==> config.mk <==
export PLATFORM = sky130hd
export DESIGN_NAME = ntps_const_bank
export DESIGN_NICKNAME = d
export VERILOG_FILES = /design/src/rtl/ntps_const_pkg.sv /design/src/rtl/ntps_const_chan.sv /design/src/rtl/ntps_const_bank.sv
export SDC_FILE = /design/constraint.sdc
export NUM_CORES = 1
export LEC_CHECK = 0
export BUFFER_PORTS_ARGS = -buffer_cell sky130_fd_sc_hd__buf_2
export CAP_MARGIN = 20
export CORE_MARGIN = 2
export CORE_UTILIZATION = 38
export CTS_CLUSTER_DIAMETER = 60
export DETAILED_ROUTE_END_ITERATION = 12
export PLACE_DENSITY_LB_ADDON = 0.25
export SLEW_MARGIN = 20
export SYNTH_ARGS = -nofsm -noshare
export SYNTH_HDL_FRONTEND = slang
export SYNTH_SLANG_ARGS = --single-unit
==> constraint.sdc <==
create_clock -name clk -period 3.15 [get_ports clk]
set_input_delay 0.315 -clock clk [delete_from_list [all_inputs] [get_ports clk]]
set_output_delay 0.315 -clock clk [all_outputs]
set_load 0.05 [all_outputs]
==> src/rtl/ntps_const_pkg.sv <==
// ---------------------------------------------------------------------------
// ntps_const_pkg
// Shared definitions for the NTP constant bank:
//   BUS_W               - width of the register read/write data bus
//   STATUS_PENDING_BIT  - STATUS bit reporting uncommitted shadow writes
//   STATUS_ERROR_BIT    - STATUS bit reporting a rejected write (sticky)
//   status_addr()       - STATUS register address for a given channel count
// ---------------------------------------------------------------------------
package ntps_const_pkg;

  localparam int BUS_W              = 32;
  localparam int STATUS_PENDING_BIT = 0;
  localparam int STATUS_ERROR_BIT   = 1;

  // STATUS sits directly after the last channel register.
  function automatic int status_addr(input int num_ch);
    return num_ch;
  endfunction

endpackage : ntps_const_pkg

==> src/rtl/ntps_const_chan.sv <==
// ---------------------------------------------------------------------------
// ntps_const_chan
// One double-buffered constant channel: a shadow register that takes
// register-interface writes and an active register that drives the output.
// Ports:
//   clk      - system clock, rising edge
//   reset    - synchronous active-high reset, loads rst_val into both regs
//   rst_val  - reset value for this channel
//   wr_en    - accepted write to this channel's shadow register
//   wr_data  - shadow write value
//   commit   - copy shadow to active
//   value    - active value, straight from a flop
// ---------------------------------------------------------------------------
module ntps_const_chan #(
  parameter int DATA_W = 4
) (
  input  logic              clk,
  input  logic              reset,
  input  logic [DATA_W-1:0] rst_val,
  input  logic              wr_en,
  input  logic [DATA_W-1:0] wr_data,
  input  logic              commit,
  output logic [DATA_W-1:0] value
);

  logic [DATA_W-1:0] r_shadow;
  logic [DATA_W-1:0] r_active;

  // Both registers sample on the same edge, so a commit coinciding with a
  // write copies the pre-write shadow; the new write stays pending.
  always_ff @(posedge clk) begin
    if (reset) begin
      r_shadow <= rst_val;
      r_active <= rst_val;
    end else begin
      if (wr_en) begin
        r_shadow <= wr_data;
      end
      if (commit) begin
        r_active <= r_shadow;
      end
    end
  end

  assign value = r_active;

endmodule : ntps_const_chan

==> src/rtl/ntps_const_bank.sv <==
// ---------------------------------------------------------------------------
// ntps_const_bank
// Bank of NUM_CH runtime-programmable constant outputs replacing hard-wired
// tie-offs next to the NTP datapath. Writes go to shadow registers and are
// moved to the outputs atomically by a commit strobe.
// Ports:
//   clk, reset  - clock and synchronous active-high reset
//   cs, we      - register access strobe and write select
//   address     - register address (channels 0..NUM_CH-1, STATUS at NUM_CH)
//   write_data  - write value, only the low DATA_W bits are stored
//   read_data   - registered read value, valid one cycle after the access
//   commit      - shadow -> active for all channels
//   lock        - rejects channel writes while high (commit still works)
//   dout        - active values, channel n at [n*DATA_W +: DATA_W]
//   pending     - at least one write has not been committed yet
//   error       - sticky rejected-write flag, cleared by reading STATUS
// ---------------------------------------------------------------------------
module ntps_const_bank
  import ntps_const_pkg::*;
#(
  parameter int                         NUM_CH      = 4,
  parameter int                         DATA_W      = 4,
  parameter int                         ADDR_W      = 8,
  parameter logic [NUM_CH*DATA_W-1:0]   RESET_VALUE = '0
) (
  input  logic                     clk,
  input  logic                     reset,
  input  logic                     cs,
  input  logic                     we,
  input  logic [ADDR_W-1:0]        address,
  input  logic [BUS_W-1:0]         write_data,
  output logic [BUS_W-1:0]         read_data,
  input  logic                     commit,
  input  logic                     lock,
  output logic [NUM_CH*DATA_W-1:0] dout,
  output logic                     pending,
  output logic                     error
);

  localparam logic [ADDR_W-1:0] STATUS_ADDR = ADDR_W'(status_addr(NUM_CH));
  localparam logic [ADDR_W-1:0] NUM_CH_A    = ADDR_W'(NUM_CH);

  // -------------------------------------------------------------------------
  // Address decode
  // -------------------------------------------------------------------------
  logic w_wr;
  logic w_rd;
  logic w_in_range;
  logic w_is_status;
  logic w_wr_ok;
  logic w_wr_err;

  assign w_wr        = cs & we;
  assign w_rd        = cs & ~we;
  assign w_in_range  = (address < NUM_CH_A);
  assign w_is_status = (address == STATUS_ADDR);
  assign w_wr_ok     = w_wr & w_in_range & ~lock;
  // STATUS writes are silently dropped; everything else that is not an
  // accepted channel write counts as rejected.
  assign w_wr_err    = w_wr & ~w_is_status & (lock | ~w_in_range);

  // -------------------------------------------------------------------------
  // Channel registers
  // -------------------------------------------------------------------------
  logic [DATA_W-1:0] w_chan_val [NUM_CH];

  for (genvar gi = 0; gi < NUM_CH; gi++) begin : g_chan
    logic w_chan_wr;
    assign w_chan_wr = w_wr_ok & (address == ADDR_W'(gi));

    ntps_const_chan #(
      .DATA_W (DATA_W)
    ) u_chan (
      .clk     (clk),
      .reset   (reset),
      .rst_val (RESET_VALUE[gi*DATA_W +: DATA_W]),
      .wr_en   (w_chan_wr),
      .wr_data (write_data[DATA_W-1:0]),
      .commit  (commit),
      .value   (w_chan_val[gi])
    );

    assign dout[gi*DATA_W +: DATA_W] = w_chan_val[gi];
  end

  // Upper write_data bits carry no meaning for narrow channels.
  if (DATA_W < BUS_W) begin : g_unused_wdata
    logic w_unused_wdata;
    assign w_unused_wdata = ^write_data[BUS_W-1:DATA_W];
  end

  // -------------------------------------------------------------------------
  // Read mux
  // -------------------------------------------------------------------------
  logic [BUS_W-1:0] w_rd_mux;
  logic [BUS_W-1:0] w_status_word;

  always_comb begin
    w_status_word                     = '0;
    w_status_word[STATUS_PENDING_BIT] = pending;
    w_status_word[STATUS_ERROR_BIT]   = error;
  end

  always_comb begin
    w_rd_mux = '0;
    if (w_is_status) begin
      w_rd_mux = w_status_word;
    end else begin
      for (int i = 0; i < NUM_CH; i++) begin
        if (address == ADDR_W'(i)) begin
          w_rd_mux = BUS_W'(w_chan_val[i]);
        end
      end
    end
  end

  // -------------------------------------------------------------------------
  // Registered read data and status flags
  // -------------------------------------------------------------------------
  logic r_pending;
  logic r_error;
  logic [BUS_W-1:0] r_read_data;

  always_ff @(posedge clk) begin
    if (reset) begin
      r_read_data <= '0;
    end else if (w_rd) begin
      r_read_data <= w_rd_mux;
    end
  end

  // An accepted write outranks a commit in the same cycle because that
  // write is not part of the committed snapshot.
  always_ff @(posedge clk) begin
    if (reset) begin
      r_pending <= 1'b0;
    end else if (w_wr_ok) begin
      r_pending <= 1'b1;
    end else if (commit) begin
      r_pending <= 1'b0;
    end
  end

  // Set wins over the read-to-clear of STATUS.
  always_ff @(posedge clk) begin
    if (reset) begin
      r_error <= 1'b0;
    end else if (w_wr_err) begin
      r_error <= 1'b1;
    end else if (w_rd & w_is_status) begin
      r_error <= 1'b0;
    end
  end

  assign read_data = r_read_data;
  assign pending   = r_pending;
  assign error     = r_error;

endmodule : ntps_const_bank

==> results of run 1 <==
## metal layers
metal  part of all wire, %  vias up
li1                      -      616
met1                    50      581
met2                    43       53
met3                   6.4        5
met4                   1.5        0
met5                     0        -
## critical path, delay by kind of cell
kind	cells	cell delay, ns
simple gates	3	1.26
mux	1	0.25
buf+inv	1	0.10
## worst paths after layout
path                                  end  depth (start not counted)  slack (ns)
max          g_chan[1].u_chan.r_shadow[3]                          5        1.38
min          g_chan[1].u_chan.r_shadow[2]                          3        0.32
max reg2reg                  read_data[3]                          3        1.95
min reg2reg                         error                          2        0.48
## kinds of logic after synthesis
logic type / after synthesis / synth area share, %
AOI/OAI and AO/OA: 10 / 3.62
and+or+nand+nor: 53 / 17.8
muxes: 36 / 22.4
DFF: 38 / 41.6
buffers and inverters: 39 / 14.4
other: 1 / 0.205
## sequential cells by signal (all words and copies together) (netlist names)
register / cells
error: 1
g_chan.u_chan.r_shadow: 16
g_chan.u_chan.value: 16
pending: 1
read_data: 4
## where the power goes
part           switching [mW]  total [mW]  internal (mW)  leakage [nW]
clock                   0.173       0.511          0.338        0.0714
combinational           0.110       0.130         0.0197         0.534
sequential           0.000637       0.482          0.481         0.306
## final cells by class
type | count | share of cell area, %
Inverter | 1 | 0.181
Multi-Input combinational cell | 127 | 43.7
Sequential cell | 38 | 36.6
Timing Repair Buffer | 39 | 9.40
Clock buffer | 6 | 3.98
Clock inverter | 2 | 2.89
Tap cell | 54 | 3.25
## synth_stat cells (2+ instances only)
| library cell | instances | area, um2 |
|---|---|---|
| dfxtp_1 | 38 | 761 |
| nor2_1 | 34 | 128 |
| mux2i_1 | 32 | 320 |
| buf_4 | 29 | 218 |
| clkbuf_1 | 6 | 22.5 |
| a21oi_1 | 4 | 20.0 |
| a22oi_1 | 4 | 30.0 |
| mux4_2 | 4 | 90.1 |
| nand2b_1 | 4 | 25.0 |
| nor4_4 | 4 | 85.1 |
| nand2_1 | 3 | 11.3 |
| nor3_1 | 2 | 10.0 |
| nor4_2 | 2 | 25.0 |
## metrics by stage
| step | util (%) | total power [mW] | hold WS [ns] | std cells |
|---|---|---|---|---|
| 2_1_floorplan | - | 0.632 | 0.460 | 204 |
| 3_3_place_gp | 41.2 | 0.623 | 0.474 | 259 |
| 3_5_place_dp | 41.2 | 0.623 | 0.479 | 259 |
| 4_1_cts | 44.3 | 1.14 | 0.314 | 267 |
| 5_1_grt | 44.3 | 1.17 | 0.325 | 267 |
| 6_report | 44.3 | 1.12 | 0.324 | 267 |
==> results_dict.tcl, run 1 <==
set metrics [dict create \
    grt-ovfl-total 0 \
    use_met2_pct 21.3 \
    p_leak_nw 0.912 \
    dr.pass1.iters 4 \
    grtUsageMet3_pct 3.84 \
    ant_nets 0 \
    antenna_found_initial 0 \
    ys.flop_type "dfxtp_1" \
    max_stage_delay_ns 0.64 \
    cp_slowest_cell "or4_4" \
    cp.arrival_ns 1.93 \
    dieArea_um2 5390 \
    syn_area_per_cell_um2 10.3 \
    path_clk_slew_ns 0.08 \
    clock-skew-final_ns 0.00371 \
    crit_type "input port to flop" \
    p_per_area_nw_per_um2 540 \
    fmax_mhz 564 \
    synthArstFlopShare_pct 0 \
    yosysUniqueCellTypes 24 \
    core_um2 4690 \
    use_met1_pct 20.0 \
    grt_max_degree 39 \
    grt_use_total_pct 14.6 \
    tightest_slew_ns 0.688 \
    hold_class "input port to flop" \
    start_kind "input port" \
    crit_fanout 8 \
    area_growth_pct 13.5 \
    grt_pass1_wl_um 5740 \
    irDropWorstVdd_uv 235 \
    placed_area_um2 1930 \
    syn_area_um2 1830 \
    cts_tree "done" \
    clkLatencyLatePin_ns 0.29 \
    fp.dieH_um 73.4 \
    most-common-layout-cells "buf_2, dfxtp_1, nor2_1" \
    cts_sinks 38 \
    setup-violations-final 0 \
    via_per_inst 4.70 \
    first_iter_violations 78 \
    routed_wl_um 3590 \
    ys_seq_area_share_pct 41.6 \
    clock_path_buffers 2 \
    cp-end-kind "flop" \
    path_cells "buf_2, or4_4, nor4_4, mux2i_1, nor2_1" \
    die_width_um 73.4 \
    initial_utilization_pct 39.0 \
    ioPinCount 96 \
    setup_ws_ns 1.38 \
    ff_latch_area_um2 761 \
    drv_slew 0 \
    final_area_um2 2080 \
    fin_crit_sh_pct 56.3 \
    synth-seq-cells 38 \
    run_status "complete, no violations" \
    hold_violations 0 \
    multi_input_area_um2 907 \
    gp_congestion 0.700 \
    final_nets 258 \
    ys_warn_count 0 \
    r2r-start "g_chan[1].u_chan.value[3]" \
    dr_total_vias 1255 \
    top_usage_layer "met2" \
    min_period_ns 1.77 \
    fin_tns_setup_ns 0 \
    cts_resized 0 \
    hold_buffers 0 \
    postCtsSetupBuffers 0 \
    drv_cap 0 \
    num_rows 25 \
    final_common_cell "buf_2" \
    syn_inst 177 \
    ctsHtreeMaxLevel 2 \
    crit_required_ns 3.30 \
    min_from "write_data[2]" \
    synth_enable_flop_cells 0 \
    rsz0062_at_grt "no" \
    drive_above_1_share_pct 28.6 \
    post_drt_wl_per_cell_um 13.4 \
    route.detailed.drc 0 \
    timing.critical_path.from "address[7]" \
    antenna_cells 0 \
    dpl.hpwl_um 2460 \
    io_buffers 39 \
    cts_root_buf "clkbuf_8" \
    numCtsBuffers 5 \
    relSlewSlack_pct 54.1 \
    fill_cells 468 \
    place_ws_ns 1.05 \
    grt_pass1_vias 1149 \
]
No activity file was read; power rests on OpenSTA's default activity.
==> run 2: changes to the inputs <==
Clock period 3.15 ns to 1.5 ns, I/O delays scaled along.
==> run 2 against run 1 <==
- sequential cell count stayed put
- total power up 77%
- setup slack lost 1.3 ns
- core utilization grew 1.8 points
- first-iteration DRC count shrank 59%
- hold slack worse by 0.16 ns
- combinational power increased by 130%
- clock power increased by 32%
- clock skew grew 0.0014 ns
==> results_dict.tcl, run 2 (synthesis results as in run 1) <==
set metrics [dict create \
    run_status "complete, no violations" \
    final_nets 274 \
    power_mw 1.99 \
    grt_pass1_vias 1203 \
    min_period_ns 1.40 \
    clkLatencyLatePin_ns 0.28 \
    first_iter_violations 32 \
    antenna_found_initial 0 \
    final_common_cell "buf_2" \
    most-common-layout-cells "buf_2, dfxtp_1, nor2_1" \
    placed_area_um2 2080 \
    dr_total_vias 1312 \
    numCtsBuffers 5 \
    path_cells "buf_2, or4_4, buf_12, nor4_4, buf_4, mux2i_1, nor2_1" \
    drv_slew 0 \
    relSlewSlack_pct 66.3 \
    setup-violations-final 0 \
    hold_class "input port to flop" \
    dieArea_um2 5390 \
    cp_slowest_cell "or4_4" \
    cts_sinks 38 \
    setup_ws_ns 0.0952 \
    area_growth_pct 18.1 \
    ioPinCount 96 \
    ctsHtreeMaxLevel 2 \
    path_clk_slew_ns 0.07 \
    grt_pass1_wl_um 5790 \
    r2r-end "read_data[3]" \
    postCtsSetupBuffers 0 \
    grt_use_total_pct 14.3 \
    io_buffers 39 \
    start_kind "input port" \
    r2r_cells 3 \
    cp-end-kind "flop" \
    via_per_inst 4.67 \
    final_util_pct 46.1 \
    num_rows 25 \
    p_per_area_nw_per_um2 918 \
    ant_nets 0 \
    drv_cap 0 \
    drive_above_1_share_pct 33.0 \
    gp_congestion 0.741 \
    crit_fanout 5 \
    min_from "write_data[0]" \
    core_um2 4690 \
    dr.pass1.iters 4 \
    cts_tree "done" \
    place_ws_ns -0.216 \
    timing.critical_path.from "address[7]" \
    irDropWorstVdd_uv 534 \
    cts_root_buf "clkbuf_8" \
    fin_crit_sh_pct 93.7 \
    cts_resized 0 \
    grt_max_degree 21 \
    crit_type "input port to flop" \
    max_stage_delay_ns 0.59 \
    die_width_um 73.4 \
    whs_endpoint "g_chan[3].u_chan.r_shadow[0]" \
    hold_depth 3 \
    r2r-start "g_chan[3].u_chan.value[3]" \
    fmax_mhz 712 \
    cp.arrival_ns 1.59 \
    final_area_um2 2160 \
    grt-ovfl-total 0 \
    routed_wl_um 3610 \
    clock_path_buffers 2 \
    rrSetupSlack_ns 0.36 \
    tightest_slew_ns 0.506 \
    initial_utilization_pct 39.0 \
    hold_violations 0 \
    route.detailed.drc 0 \
    hold_slack_ns 0.161 \
    p_leak_nw 0.976 \
    clock-skew-final_ns 0.00509 \
    dpl.hpwl_um 2730 \
    crit_required_ns 1.68 \
    antenna_cells 0 \
    post_drt_wl_per_cell_um 12.9 \
    fp.dieH_um 73.4 \
    hold_buffers 0 \
    rsz0062_at_grt "no" \
]
run 2: changes by cell type in the layout (fill, tap and decap cells not counted):
| cell | before | now |
|---|---|---|
| buf_4 | 0 | 14 |
| buf_12 | 0 | 2 |
| bufinv_16 | 2 | 0 |
run 2: area by class of cell:
cell class / instances / area [um2]
flip-flops and latches: 38 / 761
well taps: 54 / 67.6
clock buffers: 6 / 82.6
multi-input cells: 127 / 907
fillers: 462 / 2530
repair buffers: 55 / 340
inverters: 1 / 3.75
run 2: routing by layer:
metal,global-route usage (%),vias up,routed length [um]
li1,-,650,-
met1,19.4,603,1750
met2,21.9,53,1580
met3,3.98,6,234
met4,4.85,0,53
met5,0,-,0
run 2: how the worst max path moves through the flow:
stage                                         to  slack, ns  cells past startpoint
floorplan           g_chan[0].u_chan.r_shadow[2]      -0.05                      5
global placement    g_chan[2].u_chan.r_shadow[0]      -0.20                      7
detailed placement  g_chan[3].u_chan.r_shadow[3]      -0.22                      7
CTS                 g_chan[3].u_chan.r_shadow[3]       0.09                      7
global route        g_chan[3].u_chan.r_shadow[3]       0.01                      7
finish              g_chan[2].u_chan.r_shadow[1]        0.1                      7
run 2: worst max-delay path, delay by kind of cell:
| family | cells | cell delay (ns) |
|---|---|---|
| simple gates | 3 | 0.80 |
| buf+inv | 3 | 0.44 |
| mux | 1 | 0.19 |
run 2: stage by stage:
| stage | TNS [ns] | cells |
|---|---|---|
| detailed placement | -3.26 | 275 |
| floorplan | -0.265 | 204 |
| global route | 0 | 281 |
| CTS | 0 | 281 |
| global placement | -3.15 | 275 |
| finish | 0 | 281 |
run 2: power by group:
part           leakage, nW  total, mW  internal, mW  switching [mW]
combinational        0.627      0.296        0.0597           0.236
sequential           0.306       1.01          1.01         0.00159
clock               0.0431      0.677         0.354           0.323
